$ cat src/rtl/bridge_timer_pkg.sv
// Shared definitions for the bridge interval timer: FSM states, register map,
// CTRL field positions and MODE codes.
package bridge_timer_pkg;

  typedef enum logic [1:0] {
    IDLE = 2'd0,
    LOAD = 2'd1,
    CNT  = 2'd2,
    INT  = 2'd3
  } state_e;

  typedef enum logic [1:0] {
    SEL_CTRL   = 2'd0,
    SEL_PRESET = 2'd1,
    SEL_COUNT  = 2'd2,
    SEL_NONE   = 2'd3
  } reg_sel_e;

  localparam logic [3:0] OFF_CTRL   = 4'h0;
  localparam logic [3:0] OFF_PRESET = 4'h4;
  localparam logic [3:0] OFF_COUNT  = 4'h8;

  localparam int unsigned CTRL_EN      = 0;
  localparam int unsigned CTRL_MODE_LO = 1;
  localparam int unsigned CTRL_MODE_HI = 2;
  localparam int unsigned CTRL_IM      = 3;

  localparam logic [1:0] MODE_ONESHOT = 2'b00;
  localparam logic [1:0] MODE_RELOAD  = 2'b01;

  // Reserved MODE codes fall back to one-shot behaviour.
  function automatic logic is_reload(input logic [1:0] mode);
    return mode == MODE_RELOAD;
  endfunction

endpackage

$ cat src/rtl/bridge_timer_decode.sv
// Combinational bridge-device decoder: window hit, access legality and
// register select for a three-register word-addressed device.
module bridge_timer_decode
  import bridge_timer_pkg::*;
#(
  parameter logic [31:0] ADDR_BASE = 32'h0000_7F00,
  parameter logic [2:0]  MODE_WORD = 3'd0
) (
  input  logic [31:0] addr,
  input  logic        write_enable,
  input  logic [2:0]  mode,
  output logic        valid,
  output reg_sel_e    sel
);

  logic       hit;
  logic [3:0] offset;

  assign offset = {addr[3:2], 2'b00};

  always_comb begin
    sel = SEL_NONE;
    hit = 1'b0;
    if (addr[31:4] == ADDR_BASE[31:4]) begin
      unique case (offset)
        OFF_CTRL:   begin sel = SEL_CTRL;   hit = 1'b1; end
        OFF_PRESET: begin sel = SEL_PRESET; hit = 1'b1; end
        OFF_COUNT:  begin sel = SEL_COUNT;  hit = 1'b1; end
        default:    begin sel = SEL_NONE;   hit = 1'b0; end
      endcase
    end
  end

  // COUNT is read-only, so a write to it is illegal rather than ignored.
  assign valid = hit && (addr[1:0] == 2'b00) && (mode == MODE_WORD)
              && !(write_enable && (sel == SEL_COUNT));

endmodule

$ cat src/rtl/bridge_timer.sv
// Memory-mapped countdown timer on the CPU bridge port: CTRL/PRESET/COUNT
// registers, one-shot or auto-reload countdown, and a maskable interrupt.
module bridge_timer
  import bridge_timer_pkg::*;
#(
  parameter logic [31:0] ADDR_BASE = 32'h0000_7F00,
  parameter logic [2:0]  MODE_WORD = 3'd0
) (
  input  logic        clk,
  input  logic        rst,
  input  logic [31:0] dev_addr,
  input  logic        dev_write_enable,
  input  logic [2:0]  dev_mode,
  input  logic [31:0] dev_write_data,
  input  logic        dev_stop,
  output logic [31:0] dev_read_result,
  output logic        dev_valid,
  output logic        irq
);

  reg_sel_e    sel;
  logic        wr_commit, ctrl_wr, preset_wr;
  logic        ctrl_en, ctrl_im;
  logic [1:0]  ctrl_mode;
  logic [31:0] preset_q, count_q, count_d;
  logic        pending_q, pending_d, pending_set;
  logic        en_d, im_d, fsm_en_clr;
  state_e      state_q, state_d;

  bridge_timer_decode #(
    .ADDR_BASE (ADDR_BASE),
    .MODE_WORD (MODE_WORD)
  ) u_decode (
    .addr         (dev_addr),
    .write_enable (dev_write_enable),
    .mode         (dev_mode),
    .valid        (dev_valid),
    .sel          (sel)
  );

  assign wr_commit = dev_valid && dev_write_enable && !dev_stop;
  assign ctrl_wr   = wr_commit && (sel == SEL_CTRL);
  assign preset_wr = wr_commit && (sel == SEL_PRESET);

  always_comb begin
    dev_read_result = '0;
    if (dev_valid) begin
      unique case (sel)
        SEL_CTRL:   dev_read_result = {28'd0, ctrl_im, ctrl_mode, ctrl_en};
        SEL_PRESET: dev_read_result = preset_q;
        SEL_COUNT:  dev_read_result = count_q;
        default:    dev_read_result = '0;
      endcase
    end
  end

  always_comb begin
    state_d     = state_q;
    count_d     = count_q;
    fsm_en_clr  = 1'b0;
    pending_set = 1'b0;
    unique case (state_q)
      IDLE: if (ctrl_en) state_d = LOAD;
      LOAD: begin
        if (!ctrl_en) begin
          state_d = IDLE;
        end else begin
          count_d = preset_q;
          state_d = CNT;
        end
      end
      CNT: begin
        if (!ctrl_en) begin
          state_d = IDLE;
        end else if (count_q > 32'd1) begin
          count_d = count_q - 32'd1;
        end else begin
          count_d = '0;
          state_d = INT;
        end
      end
      INT: begin
        pending_set = 1'b1;
        if (is_reload(ctrl_mode)) begin
          state_d = LOAD;
        end else begin
          fsm_en_clr = 1'b1;
          state_d    = IDLE;
        end
      end
      default: state_d = IDLE;
    endcase
  end

  // Setting wins over any same-cycle clear; a CTRL write wins over the FSM's EN clear.
  always_comb begin
    pending_d = pending_q;
    if (pending_set)
      pending_d = 1'b1;
    else if (is_reload(ctrl_mode))
      pending_d = 1'b0;
    else if (ctrl_wr || preset_wr)
      pending_d = 1'b0;

    en_d = ctrl_en;
    if (ctrl_wr)
      en_d = dev_write_data[CTRL_EN];
    else if (fsm_en_clr)
      en_d = 1'b0;

    im_d = ctrl_wr ? dev_write_data[CTRL_IM] : ctrl_im;
  end

  always_ff @(posedge clk or negedge rst) begin
    if (!rst) begin
      state_q   <= IDLE;
      ctrl_en   <= 1'b0;
      ctrl_mode <= MODE_ONESHOT;
      ctrl_im   <= 1'b0;
      preset_q  <= '0;
      count_q   <= '0;
      pending_q <= 1'b0;
      irq       <= 1'b0;
    end else begin
      state_q   <= state_d;
      count_q   <= count_d;
      pending_q <= pending_d;
      ctrl_en   <= en_d;
      ctrl_im   <= im_d;
      irq       <= pending_d && im_d;
      if (ctrl_wr)
        ctrl_mode <= dev_write_data[CTRL_MODE_HI:CTRL_MODE_LO];
      if (preset_wr)
        preset_q <= dev_write_data;
    end
  end

endmodule
$ cat config.mk
export PLATFORM = sky130hd
export DESIGN_NAME = bridge_timer
export DESIGN_NICKNAME = d
export VERILOG_FILES = /design/src/rtl/bridge_timer_pkg.sv /design/src/rtl/bridge_timer_decode.sv /design/src/rtl/bridge_timer.sv
export SDC_FILE = /design/constraint.sdc
export NUM_CORES = 1
export LEC_CHECK = 0
export CORE_MARGIN = 2
export CORE_UTILIZATION = 50
export CTS_CLUSTER_SIZE = 28
export DETAILED_ROUTE_END_ITERATION = 10
export PLACE_DENSITY_LB_ADDON = 0.15
export SLEW_MARGIN = 20
export SYNTH_ARGS = -nofsm -noshare
export SYNTH_HDL_FRONTEND = slang
export SYNTH_HIERARCHICAL = 1
export SYNTH_SLANG_ARGS = --single-unit
$ cat constraint.sdc
create_clock -name clk -period 4.2 [get_ports clk]
set_input_delay 0.84 -clock clk [delete_from_list [all_inputs] [get_ports clk]]
set_output_delay 0.84 -clock clk [all_outputs]
set_load 0.1 [all_outputs]
== Word-level counts from Yosys, hierarchy flattened ==
Cells that the tools add are included.

* $add $sub $neg: 1
* $mul: 0
* Divide/modulo/power cells: 0
* Magnitude comparators: 1
* Equal/unequal tests: 13
* Shifts and indexed selects: 0
* Muxes and demuxes: 25
* Bitwise operators: 0
* Reduce and logical (&&, ||, !) cells: 22

{| class="wikitable"
|+ Operator list
! operator !! number
|-
| 32-bit two-way mux || 4
|-
| 32-bit case mux with 3 select lines || 1
|-
| 32-bit case mux with 2 select lines || 1
|-
| 32-bit by 1-bit > comparator with 1-bit output (second input constant) || 1
|-
| 32-bit by 1-bit subtractor with 32-bit output (second input constant) || 1
|-
| 28-bit by 11-bit == test with 1-bit output (second input constant) || 1
|-
| 1-bit two-way mux || 12
|-
| 2-bit two-way mux || 5
|-
| 1-bit logical AND || 9
|-
| 2-bit by 1-bit == test with 1-bit output (second input constant) || 4
|-
| 2-bit == test (second input constant) || 4
|-
| 2-bit case mux with 4 select lines || 1
|-
| 2-bit zero test || 3
|-
| 2-bit inequality test (second input constant) || 3
|-
| 2-bit case mux with 3 select lines || 1
|-
| 4-bit zero test || 1
|-
| 2-bit nonzero test || 2
|-
| 3-bit zero test || 1
|-
| 3-bit inequality test (second input constant) || 1
|-
| 3-bit AND reduction || 1
|-
| 3-bit OR reduction || 1
|-
| 1-bit zero test || 2
|-
| 2-bit AND reduction || 1
|-
| 1-bit logical OR || 1
|}

* Register bits: 72
* Bits in latches: 0
* Memory bits (writable): 0
* Bits in read-only memories: 0
* Input bits: 71
* Output and inout bits: 34
* Logic and storage cells: 70
* Memories: 0

== Logic depth before layout (Yosys ltp) ==
* Depth in word-level cells: 15
* Gate-level depth with buffers: 10
* Gate-level depth less buffers: 8

== Hierarchy ==
Netlist, hierarchy kept.

{| class="wikitable"
|+ Modules (own cells, without submodules)
! module !! times used !! cells each !! area an instance (µm²) !! seq. area each (µm²)
|-
| bridge_timer || 1 || 438 || 4254.1 || 1801.7
|-
| bridge_timer_decode || 1 || 15 || 125.1 || 0.0
|}

== Worst setup path before layout ==
Ideal clock, no wire load.

* Path kind: input -> output
* Start: input dev_addr[16]
* End: output dev_read_result[10]
* Data arrival time: 4.268 ns
* Data required time: 3.360 ns
* Setup slack: -0.908 ns
* Cell stages on the path: 5
* Buffers on the path: 1
* Cells stage by stage: or4_1 nor4_4 and4_1 clkbuf_1 nor2b_1

* Cells in the longest elaborated chain, start to end: 7
* Elaborated cells on any way between the ends: 13
* Those cells by class: 3 x eq/ne; 4 x mux; 6 x reduce/logical

{| class="wikitable"
|+ Ends and longest elaborated chain
! what !! RTL line !! source
|-
| start: declaration || bridge_timer.sv:11 || <nowiki>input logic [31:0] dev_addr,</nowiki>
|-
| 28-bit by 11-bit == test with 1-bit output (*) || bridge_timer_decode.sv:24 || <nowiki>if (addr[31:4] == ADDR_BASE[31:4]) begin</nowiki>
|-
| 2-bit two-way mux || bridge_timer_decode.sv:24 ||
|-
| 2-bit == test || bridge_timer_decode.sv:36 || <nowiki>&& !(write_enable && (sel == SEL_COUNT));</nowiki>
|-
| 1-bit logical AND || bridge_timer_decode.sv:36 ||
|-
| 1-bit zero test || bridge_timer_decode.sv:36 ||
|-
| 1-bit logical AND (*) || bridge_timer_decode.sv:36 ||
|-
| via dev_valid || bridge_timer.sv:17 || <nowiki>output logic dev_valid,</nowiki>
|-
| 32-bit two-way mux (*) || bridge_timer.sv:47 || <nowiki>if (dev_valid) begin</nowiki>
|-
| end: declaration || bridge_timer.sv:16 || <nowiki>output logic [31:0] dev_read_result,</nowiki>
|}

Mark *: on every way through the listed nets, which the timed path passes. The rest lies on a longest branch.

== Worst setup path after layout ==
* Start: input dev_addr[16]
* End: output dev_read_result[5]

* Cells in the longest elaborated chain, start to end: 7
* Elaborated cells on any way between the ends: 13
* Those cells by class: 3 x eq/ne; 4 x mux; 6 x reduce/logical

{| class="wikitable"
|+ Ends and longest elaborated chain
! what !! RTL line !! source
|-
| 28-bit by 11-bit == test with 1-bit output (*) || bridge_timer_decode.sv:24 ||
|-
| 2-bit two-way mux (*) || bridge_timer_decode.sv:24 ||
|-
| via sel[0] || bridge_timer.sv:21 || <nowiki>reg_sel_e sel;</nowiki>
|-
| 2-bit == test || bridge_timer_decode.sv:36, bridge_timer.sv:48 ||
|-
| 1-bit logical AND || bridge_timer_decode.sv:36 ||
|-
| 1-bit zero test || bridge_timer_decode.sv:36 ||
|-
| 1-bit logical AND || bridge_timer_decode.sv:36 ||
|-
| 32-bit two-way mux (*) || bridge_timer.sv:47 ||
|}

Marked as above.

==> flow_summary.ini <==
[clock_tree]
cts_hold_buf = 0
cts_tree = built
cts-root-buf = clkbuf_8
cts_buffer_depth = 2
clk_latency_ns = 0.35
numCtsBuffers = 9
cts_sinks = 72
clk_pin_slew_ns = 0.08
htreeDepth = 3

[global_route]
grt_busiest_layer = met2
grt_pass1_wl_mm = 20.5
track_usage_pct = 26.0
grt_pass1_vias = 4110
grt_max_degree = 41
grt_overflow = 0
use_met3_pct = 4.75
antenna_found_initial = 0
use_met2_pct = 43.2
grt_use_met1_pct = 34.3

[logic_synthesis]
synth.area.top_cells = dfrtp_1 (41%), mux2_2 (9.3%), a22oi_1 (5.7%)
synth_top_area_share_pct = 41.1
syn_nets = 526
async_reset_ff_share_pct = 100
synth_edf_count = 0
yosysTopAreaCell = dfrtp_1
ys_seq_elements = 72
yosysWarnings = 6
synth_cell_type_count = 59
ys_seq_area_share_pct = 41.1
synth_cells = 453
synth_ff_type = dfrtp_1
syn_area_um2 = 4380
avgSynthCellArea_um2 = 9.67

[floorplanning]
die_x_um = 97.6
io_pins = 105
core_um2 = 8590
rows = 34
die_y_um = 97.6
dieArea_um2 = 9520
initial_core_util_pct = 51.0

[layout]
drive_gt1_share_pct = 30.5
syn_to_final_growth_pct = 47.3
final_nets = 626
nFillCells = 577
final_util_pct = 75.0
final_area_um2 = 6450
fin_cells = 666
diodes = 0

[placement]
dp.cells = 641
place_ws_ns = -0.587
hpwlAfterDp_mm = 8.37
placed_area_um2 = 6030
gp_congestion = 0.890
port_buffers = 104

[sta]
period_share_pct = 97.7
setup_tns_ns = 0
finalSetupViolCount = 0
finalClockSkew_ns = 0.00874
relSlewSlack_pct = 35.9
fin_ws_ns = 0.0960
hold_viol = 0
period_minus_slack_ns = 4.10
tightest_slew_ns = 0.958
whs_ns = 0.531
grt_setup_unrepaired = true
clock.fmax_mhz = 244
maxSlewViolCount = 0

[power]
switchingPower_mw = 0.297
comb_power_share_pct = 5.6
ir_drop_mv = 0.239
clkPwrFrac_pct = 47.4
seqPwrFrac_pct = 47.0
leakage_nw = 2.62
power.total_mw = 1.47
netSwitchingFraction_pct = 20.1
power_density_nw_per_um2 = 229
power.internal_mw = 1.18

[drt]
viasPerCell = 6.27
vias = 4173
wl_mm = 12.3
firstDrtPassIters = 5
drc_errors = 0
drtIter0Drc = 221
final_antenna_net_count = 0
wl_per_cell_um = 18.5

[worst_setup_path]
crit_type = in -> out
cp.arrival_ns = 3.26
crit_required_ns = 3.36
critical_path.max_fanout = 18
start_kind = primary input
endpoint_kind = output pin

[job]
maxCapViolCount = 0

[hold_path]
hold_class = reg -> reg

[status]
status = complete, no violations
## layout make-up
type	instances	area, um2	area share, %
Timing Repair Buffer	126	1590	24.7
Multi-Input combinational cell	331	2620	40.6
Tap cell	108	135	2.10
Sequential cell	72	1800	27.9
Clock buffer	11	151	2.35
Clock inverter	5	103	1.59
Inverter	13	48.8	0.757
## power by group through the flow
stage	sequential (mW)	combinational [mW]	clock, mW
after floorplan	0.707	0.00333	0
after global placement	0.706	0.0829	0
after detailed placement	0.706	0.0839	0
after CTS	0.693	0.0843	0.700
after global routing	0.692	0.0902	0.730
final	0.693	0.0830	0.699
## synth_stat cells, drive strengths merged, types with 12 or more instances
library cell  count
nor4             20
nor3             17
a22oi            33
dfrtp            72
o21ai            34
nand2            30
nor2b            30
mux2             36
inv              13
clkbuf           26
buf              12
nor2             16
## worst paths after layout
path / start / to / slack [ns] / cells after the start
setup reg to reg: count_q[10] / count_q[31] / 1.35 / 7
setup / recovery: dev_addr[16] / dev_read_result[5] / 0.1 / 10
max in group asynchronous: rst / preset_q[4] / 2.63 / 2
hold / removal: preset_q[22] / preset_q[22] / 0.53 / 1
hold reg to reg: preset_q[22] / preset_q[22] / 0.53 / 1
min in group asynchronous: rst / count_q[9] / 0.56 / 1
## metal layers
metal / up-vias / wire length [um]
met1: 2057 / 5230
met2: 177 / 6030
met4: 0 / 179
met5: - / 0
met3: 22 / 891
li1: 1917 / -
## logic make-up (layout without fill, tap and decap cells)
kind of cell    count (synthesis)  count (layout)  share of synthesized area [%]
compound gates                130             130                           20.7
xor+xnor                        1               1                          0.200
flops                          72              72                           41.1
buf+inv                        51             155                           5.00
mux                            40              40                           10.2
simple gates                  157             158                           22.2
fa+ha+maj                       2               2                          0.571
## sequential cells by signal (all words and copies together), names as in the netlist
signal,flops
state_q,2
ctrl_mode,2
preset_q,32
count_q,32
irq,1
ctrl_im,1
pending_q,1
ctrl_en,1
## layout by cell type, fill, tap and decap left out, types with 3 or more instances in the layout
cell / netlist / layout
buf_12: 0 / 37
and2_4: 0 / 3
nand2_1: 29 / 29
o22ai_1: 4 / 4
o2bb2ai_1: 9 / 9
a22oi_1: 33 / 23
a22oi_2: 0 / 10
o21ai_0: 29 / 29
nor3_1: 16 / 16
nor4_4: 4 / 4
clkbuf_8: 0 / 11
clkdlybuf4s50_1: 0 / 70
dfrtp_1: 72 / 72
nand4_1: 3 / 3
a21oi_1: 11 / 11
inv_1: 13 / 13
nor2_1: 16 / 16
a31oi_1: 3 / 3
and2_1: 7 / 3
a32oi_1: 8 / 8
o21ai_1: 5 / 5
nor4_1: 13 / 13
buf_6: 2 / 3
nand3_1: 5 / 5
or4_1: 5 / 4
and3_1: 4 / 4
o31ai_1: 3 / 3
or3_1: 4 / 4
nor2b_4: 0 / 21
o41ai_1: 3 / 3
a22o_1: 9 / 9
mux2i_1: 4 / 4
nand3b_1: 3 / 3
nor2b_2: 0 / 10
buf_4: 1 / 15
nor4_2: 3 / 3
mux2_2: 36 / 36
bufinv_16: 0 / 3
## repair_timing
item,4_1_cts,5_1_grt
endpoints found under the hold margin,0,0
setup buffers,6,2
resized for setup,3,17
pin swaps,1,3
endpoints found under the setup margin,28,32
cloned,1,0
## worst max-delay path, stage by stage
cell	delay, ns
clkdlybuf4s50_1	0.40
or4_4	0.54
nor4_4	0.34
nand3b_1	0.17
buf_6	0.15
nor2b_4	0.13
buf_12	0.15
a22oi_1	0.29
nor2b_4	0.08
buf_12	0.17
Note: power is estimated with default switching activity, not from simulation.
